--- config.mk ---
export PLATFORM = sky130hd
export DESIGN_NAME = instr_fetch_unit_flat
export DESIGN_NICKNAME = d
export VERILOG_FILES = /design/src/rtl/instr_fetch_unit_pkg.sv /design/src/rtl/instr_fetch_unit_if.sv /design/src/rtl/instr_fetch_unit_buffer.sv /design/src/rtl/instr_fetch_unit.sv /design/src/flat_wrapper.sv
export SDC_FILE = /design/constraint.sdc
export NUM_CORES = 1
export LEC_CHECK = 0
export BUFFER_PORTS_ARGS = -buffer_cell sky130_fd_sc_hd__buf_4
export CELL_PAD_IN_SITES_DETAIL_PLACEMENT = 2
export CELL_PAD_IN_SITES_GLOBAL_PLACEMENT = 2
export CORE_MARGIN = 2
export CORE_UTILIZATION = 38
export DETAILED_ROUTE_END_ITERATION = 7
export MAX_ROUTING_LAYER = met4
export PLACE_DENSITY = 0.83
export RECOVER_POWER = 25
export SYNTH_ARGS = -nofsm -noshare
export SYNTH_HDL_FRONTEND = slang
export SYNTH_HIERARCHICAL = 1
export SYNTH_SLANG_ARGS = --single-unit
--- constraint.sdc ---
create_clock -name clk -period 8.6 [get_ports clk]
set_clock_uncertainty 0.1 [all_clocks]
set_input_delay 0.86 -clock clk [delete_from_list [all_inputs] [get_ports clk]]
set_output_delay 0.86 -clock clk [all_outputs]
set_load 0.005 [all_outputs]
--- src/rtl/instr_fetch_unit_pkg.sv ---
`default_nettype none
// fetch_pkg: widths, reset vector, FSM state encoding and buffer entry type
// shared by the instruction fetch stage.
package fetch_pkg;

  localparam int WORD_SIZE    = 10;
  localparam int ADDRESS_SIZE = 8;

  localparam logic [ADDRESS_SIZE-1:0] RESET_VECTOR = 8'h00;

  typedef enum logic [1:0] {
    BOOT = 2'd0,
    RUN  = 2'd1,
    IDLE = 2'd2
  } fetch_state_t;

  typedef struct packed {
    logic [ADDRESS_SIZE-1:0] pc;
    logic [WORD_SIZE-1:0]    word;
  } fetch_entry_t;

  // Sequential successor; wraps from the top of program memory back to 0.
  function automatic logic [ADDRESS_SIZE-1:0] pc_next(input logic [ADDRESS_SIZE-1:0] pc);
    return pc + ADDRESS_SIZE'(1);
  endfunction

endpackage
`default_nettype wire

--- src/rtl/instr_fetch_unit_if.sv ---
`default_nettype none
// instr_fetch_unit_if: program-memory read port, branch redirect and
// ready/valid instruction hand-off between fetch and the rest of the core.
interface instr_fetch_unit_if
  import fetch_pkg::*;
#(
  parameter int DATA_W = WORD_SIZE,
  parameter int ADDR_W = ADDRESS_SIZE
) ();

  logic              run;
  logic [ADDR_W-1:0] mem_address;
  logic              mem_read;
  logic [DATA_W-1:0] mem_data;
  logic              redirect;
  logic [ADDR_W-1:0] redirect_pc;
  logic [DATA_W-1:0] instr;
  logic [ADDR_W-1:0] instr_pc;
  logic              instr_valid;
  logic              instr_ready;

  modport master (
    input  run,
    input  mem_data,
    input  redirect,
    input  redirect_pc,
    input  instr_ready,
    output mem_address,
    output mem_read,
    output instr,
    output instr_pc,
    output instr_valid
  );

  modport slave (
    output run,
    output mem_data,
    output redirect,
    output redirect_pc,
    output instr_ready,
    input  mem_address,
    input  mem_read,
    input  instr,
    input  instr_pc,
    input  instr_valid
  );

endinterface
`default_nettype wire

--- src/rtl/instr_fetch_unit_buffer.sv ---
`default_nettype none
// fetch_buffer: synchronous FIFO of fetched {pc, word} entries; flush wins
// over push, and push into a full buffer is accepted only alongside a pop.
module fetch_buffer
  import fetch_pkg::*;
#(
  parameter  int DEPTH = 2,
  localparam int PTR_W = (DEPTH > 1) ? $clog2(DEPTH) : 1,
  localparam int CNT_W = $clog2(DEPTH + 1)
) (
  input  logic             clk,
  input  logic             rst,
  input  logic             push_i,
  input  fetch_entry_t     push_data_i,
  input  logic             pop_i,
  input  logic             flush_i,
  output fetch_entry_t     head_o,
  output logic [CNT_W-1:0] count_o,
  output logic             full_o,
  output logic             empty_o
);

  if (DEPTH < 2) begin : g_depth_check
    $error("fetch_buffer: DEPTH must be at least 2");
  end

  fetch_entry_t     mem_q [DEPTH];
  logic [PTR_W-1:0] wr_ptr_q, wr_ptr_d;
  logic [PTR_W-1:0] rd_ptr_q, rd_ptr_d;
  logic [CNT_W-1:0] count_q, count_d;
  logic             do_push;
  logic             do_pop;

  function automatic logic [PTR_W-1:0] ptr_inc(input logic [PTR_W-1:0] p);
    return (p == PTR_W'(DEPTH - 1)) ? '0 : p + PTR_W'(1);
  endfunction

  assign empty_o = (count_q == '0);
  assign full_o  = (count_q == CNT_W'(DEPTH));
  assign count_o = count_q;
  assign head_o  = mem_q[rd_ptr_q];

  assign do_pop  = pop_i && !empty_o;
  assign do_push = push_i && (!full_o || do_pop);

  always_comb begin
    wr_ptr_d = wr_ptr_q;
    rd_ptr_d = rd_ptr_q;
    count_d  = count_q;
    if (flush_i) begin
      wr_ptr_d = '0;
      rd_ptr_d = '0;
      count_d  = '0;
    end else begin
      if (do_push) wr_ptr_d = ptr_inc(wr_ptr_q);
      if (do_pop)  rd_ptr_d = ptr_inc(rd_ptr_q);
      case ({do_push, do_pop})
        2'b10:   count_d = count_q + CNT_W'(1);
        2'b01:   count_d = count_q - CNT_W'(1);
        default: count_d = count_q;
      endcase
    end
  end

  always_ff @(posedge clk) begin
    if (rst) begin
      wr_ptr_q <= '0;
      rd_ptr_q <= '0;
      count_q  <= '0;
    end else begin
      wr_ptr_q <= wr_ptr_d;
      rd_ptr_q <= rd_ptr_d;
      count_q  <= count_d;
    end
  end

  // Storage needs no reset: occupancy alone decides what is visible.
  always_ff @(posedge clk) begin
    if (do_push && !flush_i) begin
      mem_q[wr_ptr_q] <= push_data_i;
    end
  end

endmodule
`default_nettype wire

--- src/rtl/instr_fetch_unit.sv ---
`default_nettype none
// instr_fetch_unit: program counter, boot/run/idle sequencing and read issue
// into a one-cycle-latency program memory, buffered into a ready/valid stream.
module instr_fetch_unit #(
  parameter int word_size    = fetch_pkg::WORD_SIZE,
  parameter int address_size = fetch_pkg::ADDRESS_SIZE,
  parameter logic [address_size-1:0] RESET_VECTOR = fetch_pkg::RESET_VECTOR,
  parameter int DEPTH        = 2
) (
  input logic                clk,
  input logic                rst,
  instr_fetch_unit_if.master bus
);

  import fetch_pkg::*;

  localparam int CNT_W = $clog2(DEPTH + 1);

  if (word_size != WORD_SIZE || address_size != ADDRESS_SIZE) begin : g_width_check
    $error("instr_fetch_unit: word_size/address_size must match fetch_pkg");
  end

  fetch_state_t            state_q, state_d;
  logic [address_size-1:0] fetch_pc_q, fetch_pc_d;
  logic [address_size-1:0] tag_q, tag_d;
  logic                    inflight_q, inflight_d;

  fetch_entry_t            push_entry;
  fetch_entry_t            head;
  logic [CNT_W-1:0]        count;
  logic                    full;
  logic                    empty;
  logic                    pop;
  logic                    issue;
  logic                    room;
  logic [CNT_W:0]          demand;

  assign pop    = !empty && bus.instr_ready;
  assign demand = (CNT_W + 1)'(count) + (CNT_W + 1)'(inflight_q);
  // With a pop this cycle the only way to run out of room is a full buffer
  // that is also about to receive the in-flight word.
  assign room   = pop ? !(full && inflight_q) : (demand < (CNT_W + 1)'(DEPTH));
  assign issue  = (state_q == RUN) && bus.run && !bus.redirect && room;

  always_comb begin
    state_d = state_q;
    case (state_q)
      BOOT:    state_d = bus.run ? RUN : IDLE;
      RUN:     if (!bus.run) state_d = IDLE;
      IDLE:    if (bus.run)  state_d = RUN;
      default: state_d = BOOT;
    endcase
    if (bus.redirect) state_d = state_q;
  end

  always_comb begin
    fetch_pc_d = fetch_pc_q;
    tag_d      = tag_q;
    inflight_d = 1'b0;
    if (bus.redirect) begin
      fetch_pc_d = bus.redirect_pc;
    end else if (issue) begin
      fetch_pc_d = pc_next(fetch_pc_q);
      tag_d      = fetch_pc_q;
      inflight_d = 1'b1;
    end
  end

  always_ff @(posedge clk) begin
    if (rst) begin
      state_q    <= BOOT;
      fetch_pc_q <= RESET_VECTOR;
      tag_q      <= '0;
      inflight_q <= 1'b0;
    end else begin
      state_q    <= state_d;
      fetch_pc_q <= fetch_pc_d;
      tag_q      <= tag_d;
      inflight_q <= inflight_d;
    end
  end

  always_comb begin
    push_entry      = '0;
    push_entry.pc   = tag_q;
    push_entry.word = bus.mem_data;
  end

  fetch_buffer #(
    .DEPTH (DEPTH)
  ) u_buffer (
    .clk         (clk),
    .rst         (rst),
    .push_i      (inflight_q),
    .push_data_i (push_entry),
    .pop_i       (pop),
    .flush_i     (bus.redirect),
    .head_o      (head),
    .count_o     (count),
    .full_o      (full),
    .empty_o     (empty)
  );

  assign bus.mem_address = fetch_pc_q;
  assign bus.mem_read    = issue;
  assign bus.instr_valid = !empty;
  assign bus.instr       = empty ? '0 : head.word;
  assign bus.instr_pc    = empty ? '0 : head.pc;

endmodule
`default_nettype wire

--- src/flat_wrapper.sv ---
// flat-port wrapper written by rule: the top's interface ports become plain ports
module instr_fetch_unit_flat import fetch_pkg::*;
#(
  parameter int word_size    = fetch_pkg::WORD_SIZE,
  parameter int address_size = fetch_pkg::ADDRESS_SIZE,
  parameter logic [address_size-1:0] RESET_VECTOR = fetch_pkg::RESET_VECTOR,
  parameter int DEPTH        = 2
)
  (clk, rst, bus_run, bus_mem_data, bus_redirect, bus_redirect_pc, bus_instr_ready, bus_mem_address, bus_mem_read, bus_instr, bus_instr_pc, bus_instr_valid);
  instr_fetch_unit_if #(.DATA_W(WORD_SIZE), .ADDR_W(ADDRESS_SIZE)) bus_i ();
  input logic clk;
  input logic rst;
  input wire logic [$bits(bus_i.run)-1:0] bus_run;
  input wire logic [$bits(bus_i.mem_data)-1:0] bus_mem_data;
  input wire logic [$bits(bus_i.redirect)-1:0] bus_redirect;
  input wire logic [$bits(bus_i.redirect_pc)-1:0] bus_redirect_pc;
  input wire logic [$bits(bus_i.instr_ready)-1:0] bus_instr_ready;
  output wire logic [$bits(bus_i.mem_address)-1:0] bus_mem_address;
  output wire logic [$bits(bus_i.mem_read)-1:0] bus_mem_read;
  output wire logic [$bits(bus_i.instr)-1:0] bus_instr;
  output wire logic [$bits(bus_i.instr_pc)-1:0] bus_instr_pc;
  output wire logic [$bits(bus_i.instr_valid)-1:0] bus_instr_valid;
  assign bus_i.run = bus_run;
  assign bus_i.mem_data = bus_mem_data;
  assign bus_i.redirect = bus_redirect;
  assign bus_i.redirect_pc = bus_redirect_pc;
  assign bus_i.instr_ready = bus_instr_ready;
  assign bus_mem_address = bus_i.mem_address;
  assign bus_mem_read = bus_i.mem_read;
  assign bus_instr = bus_i.instr;
  assign bus_instr_pc = bus_i.instr_pc;
  assign bus_instr_valid = bus_i.instr_valid;
  instr_fetch_unit #(.word_size(word_size), .address_size(address_size), .RESET_VECTOR(RESET_VECTOR), .DEPTH(DEPTH)) u_core (.clk(clk), .rst(rst), .bus(bus_i));
endmodule
==> results.json <==
{
  "syn_area_um2": 2640,
  "drc_errors": 0,
  "grt_pass1_vias": 2226,
  "ios": 51,
  "clock_path_buffers": 2,
  "p_sw_uw": 136,
  "finish.utilization": 0.493,
  "period_share": 0.429,
  "drive_above_1_share": 0.326,
  "mostFrequentLayoutCell": "buf_4",
  "dpl.hpwl_um": 5020,
  "timing.final.max_slew_violations": 0,
  "required_ns": 7.64,
  "cts.sinks": 60,
  "holdWs_ns": 0.359,
  "final_nets": 301,
  "swShare": 0.210,
  "slew_headroom": 0.314,
  "fin_crit_ns": 3.69,
  "cts_made_buffers": 9,
  "p_leak_nw": 1.17,
  "post_cts_resized": 0,
  "fp-row-count": 30,
  "crit_start": "u_core/u_buffer/count_o[0]$_SDFFE_PP0P_",
  "gr-total-overflow": 0,
  "pwr-share-clk": 0.476,
  "fmax_ghz": 0.271,
  "ys_types": 49,
  "vdd_drop_max_mv": 0.0662,
  "syn-instance-count": 224,
  "drt_pre_antenna_iters": 4,
  "die_area_um2": 7630,
  "viasPerCell": 5.65,
  "io_buffer_count": 50,
  "synth_edf_count": 36,
  "comb_power_share": 0.044,
  "slowest_stage": "a31oi_1",
  "postRouteAntennaNets": 0,
  "power_frac_seq": 0.481,
  "yosysSeqAreaShare": 0.591,
  "drt-initial-drc-count": 84,
  "yosysTopAreaCellShare": 0.409,
  "drt_wl_total_um": 7370,
  "worstSetupStartpointType": "flop",
  "cts_root_buf": "clkbuf_8",
  "finalSetupViolCount": 0,
  "min_path_type": "reg -> reg",
  "grt_setup_unrepaired": "false",
  "end_kind": "output port",
  "grt_pass1_wl_um": 11900,
  "die_h_um": 87.4,
  "synthArstFlopShare": 0,
  "crit_top_cell": "buf_4",
  "start_util": 0.391,
  "tightest_slew_ns": 1.02,
  "wl_per_cell_um": 20.4,
  "multiInputGateArea_um2": 1010,
  "outcome": "complete, no violations",
  "synth_area_leaders": "edfxtp_1 41%, dfxtp_1 18%, mux2_2 7.7%",
  "die_x_um": 87.4,
  "synth_top_flop_cell": "edfxtp_1",
  "layout_common_cells": "44 x buf_4, 36 x edfxtp_1, 24 x dfxtp_1, 19 x nor2b_1, 18 x mux2_2",
  "post-cts-setup-buffers": 0,
  "gp_congestion": 0.776,
  "vias": 2045,
  "path_max_fanout": 21,
  "regArea_um2": 1560,
  "syn_to_final_growth_pct": 26.1,
  "nFillCells": 676,
  "h-tree-depth": 3,
  "crit_type": "reg -> out",
  "syn_nets": 248,
  "avgSynthCellArea_um2": 11.8,
  "postCtsHoldBufs": 0,
  "core_area_um2": 6760,
  "clk_pin_slew_worst_paths_ns": 0.07,
  "cts_tree": "done",
  "diodes": 0,
  "r2r-start": "u_core/u_buffer/count_o[0]$_SDFFE_PP0P_",
  "synth-seq-cells": 60,
  "p_int_uw": 514,
  "holdCritStartpoint": "u_core/tag_q[0]$_SDFFE_PP0P_",
  "max-cap-violations": 0,
  "grt_use_total": 0.217,
  "hold_violations": 0,
  "yosysWarnings": 6,
  "yosys.area.top_type": "edfxtp_1",
  "insertion_delay_ns": 0.34,
  "grt_antenna_before_repair": 0,
  "grt_max_degree": 25,
  "arrival_ns": 2.73,
  "tns_ns": 0,
  "path_cells": "nor2_1 -> buf_4 -> nand2b_1 -> a31oi_1 -> nand2_1 -> inv_1 -> buf_4",
  "power_density_nw_per_um2": 195,
  "slowest_delay_ns": 0.80
}
## power by group through the flow
stage	logic (mW)	registers (mW)	clock network (mW)
3_5_place_dp	0.0291	0.319	0
6_report	0.0283	0.313	0.309
2_1_floorplan	0.0114	0.317	0
4_1_cts	0.0294	0.313	0.315
3_3_place_gp	0.0279	0.319	0
5_1_grt	0.0316	0.313	0.329
## per-stage QoR
step / power, mW / setup slack, ns / cell area (um2) / instances
finish: 0.650 / 4.91 / 3330 / 362
global route: 0.674 / 4.70 / 3330 / 362
CTS: 0.657 / 4.94 / 3340 / 362
detailed placement: 0.348 / 5.09 / 3100 / 346
global placement: 0.347 / 5.16 / 3100 / 346
floorplan: 0.328 / 5.55 / 2640 / 224
## logic make-up (layout without fill, tap and decap cells)
family | Yosys count | in the layout | share of synthesized area
AO/OA/AOI/OAI | 50 | 50 | 0.134
XOR/XNOR | 1 | 1 | 0.00332
adder cells (fa/ha/maj) | 1 | 1 | 0.00474
buffers and inverters | 19 | 77 | 0.0294
flip-flops | 60 | 60 | 0.591
multiplexers | 19 | 19 | 0.0806
AND/OR/NAND/NOR | 74 | 74 | 0.156
## layout make-up
class | instances | area share
Inverter | 8 | 0.00902
Tap cell | 80 | 0.0301
Multi-Input combinational cell | 145 | 0.304
Clock buffer | 10 | 0.0383
Sequential cell | 60 | 0.469
Clock inverter | 6 | 0.0335
Timing Repair Buffer | 53 | 0.116
## critical path: cells and delay by family, from the launching register on
| family | cells | cell delay, ns |
|---|---|---|
| buffers and inverters | 3 | 0.48 |
| AND/OR/NAND/NOR | 3 | 0.56 |
| AO/OA/AOI/OAI | 1 | 0.80 |
| flip-flops | 1 | 0.55 |
## state kept, by name (all words and copies together), names as in the netlist, named ones only
name	cells
u_core/inflight_q	1
u_core/u_buffer/wr_ptr_q	1
u_core/u_buffer/rd_ptr_q	1
u_core/u_buffer/mem_q	36
u_core/tag_q	8
u_core/state_q	2
u_core/bus.mem_address	8
u_core/u_buffer/count_o	2
## final timing paths
path | to | slack, ns | depth (start not counted)
worst max-delay path | bus_mem_read | 4.91 | 7
worst min-delay path | u_core/u_buffer/mem_q[1][10]$_DFFE_PP_ | 0.36 | 0
worst max register to register | u_core/bus.mem_address[4]$_SDFFE_PP0P_ | 5.95 | 6
worst min register to register | u_core/u_buffer/mem_q[1][10]$_DFFE_PP_ | 0.36 | 0
## Yosys cell counts (2+ instances only)
master    instances
and3_1            2
o2111a_1          3
edfxtp_1         36
dfxtp_1          24
nand4_1           3
mux2_2           18
nand2_1           9
nor3_1            4
o21ai_0          11
o211ai_1          3
nand3_1          13
inv_2             2
a21oi_1          11
inv_1             4
nor2_1           10
a211oi_1          3
nand2b_1          3
a31oi_1           2
nor4_1            2
nor2b_1          19
a211o_1           2
buf_2             2
clkbuf_1          8
or4_1             3
a32oi_1           2
clkinv_1          2
## per-layer routing
layer / up-vias / track usage / routed length (um)
li1: 953 / - / -
met1: 1025 / 0.246 / 3110
met2: 57 / 0.372 / 3850
met3: 10 / 0.0607 / 322
met4: 0 / 0.0643 / 85
met5: - / - / 0
(Power assumes the default switching activity.)
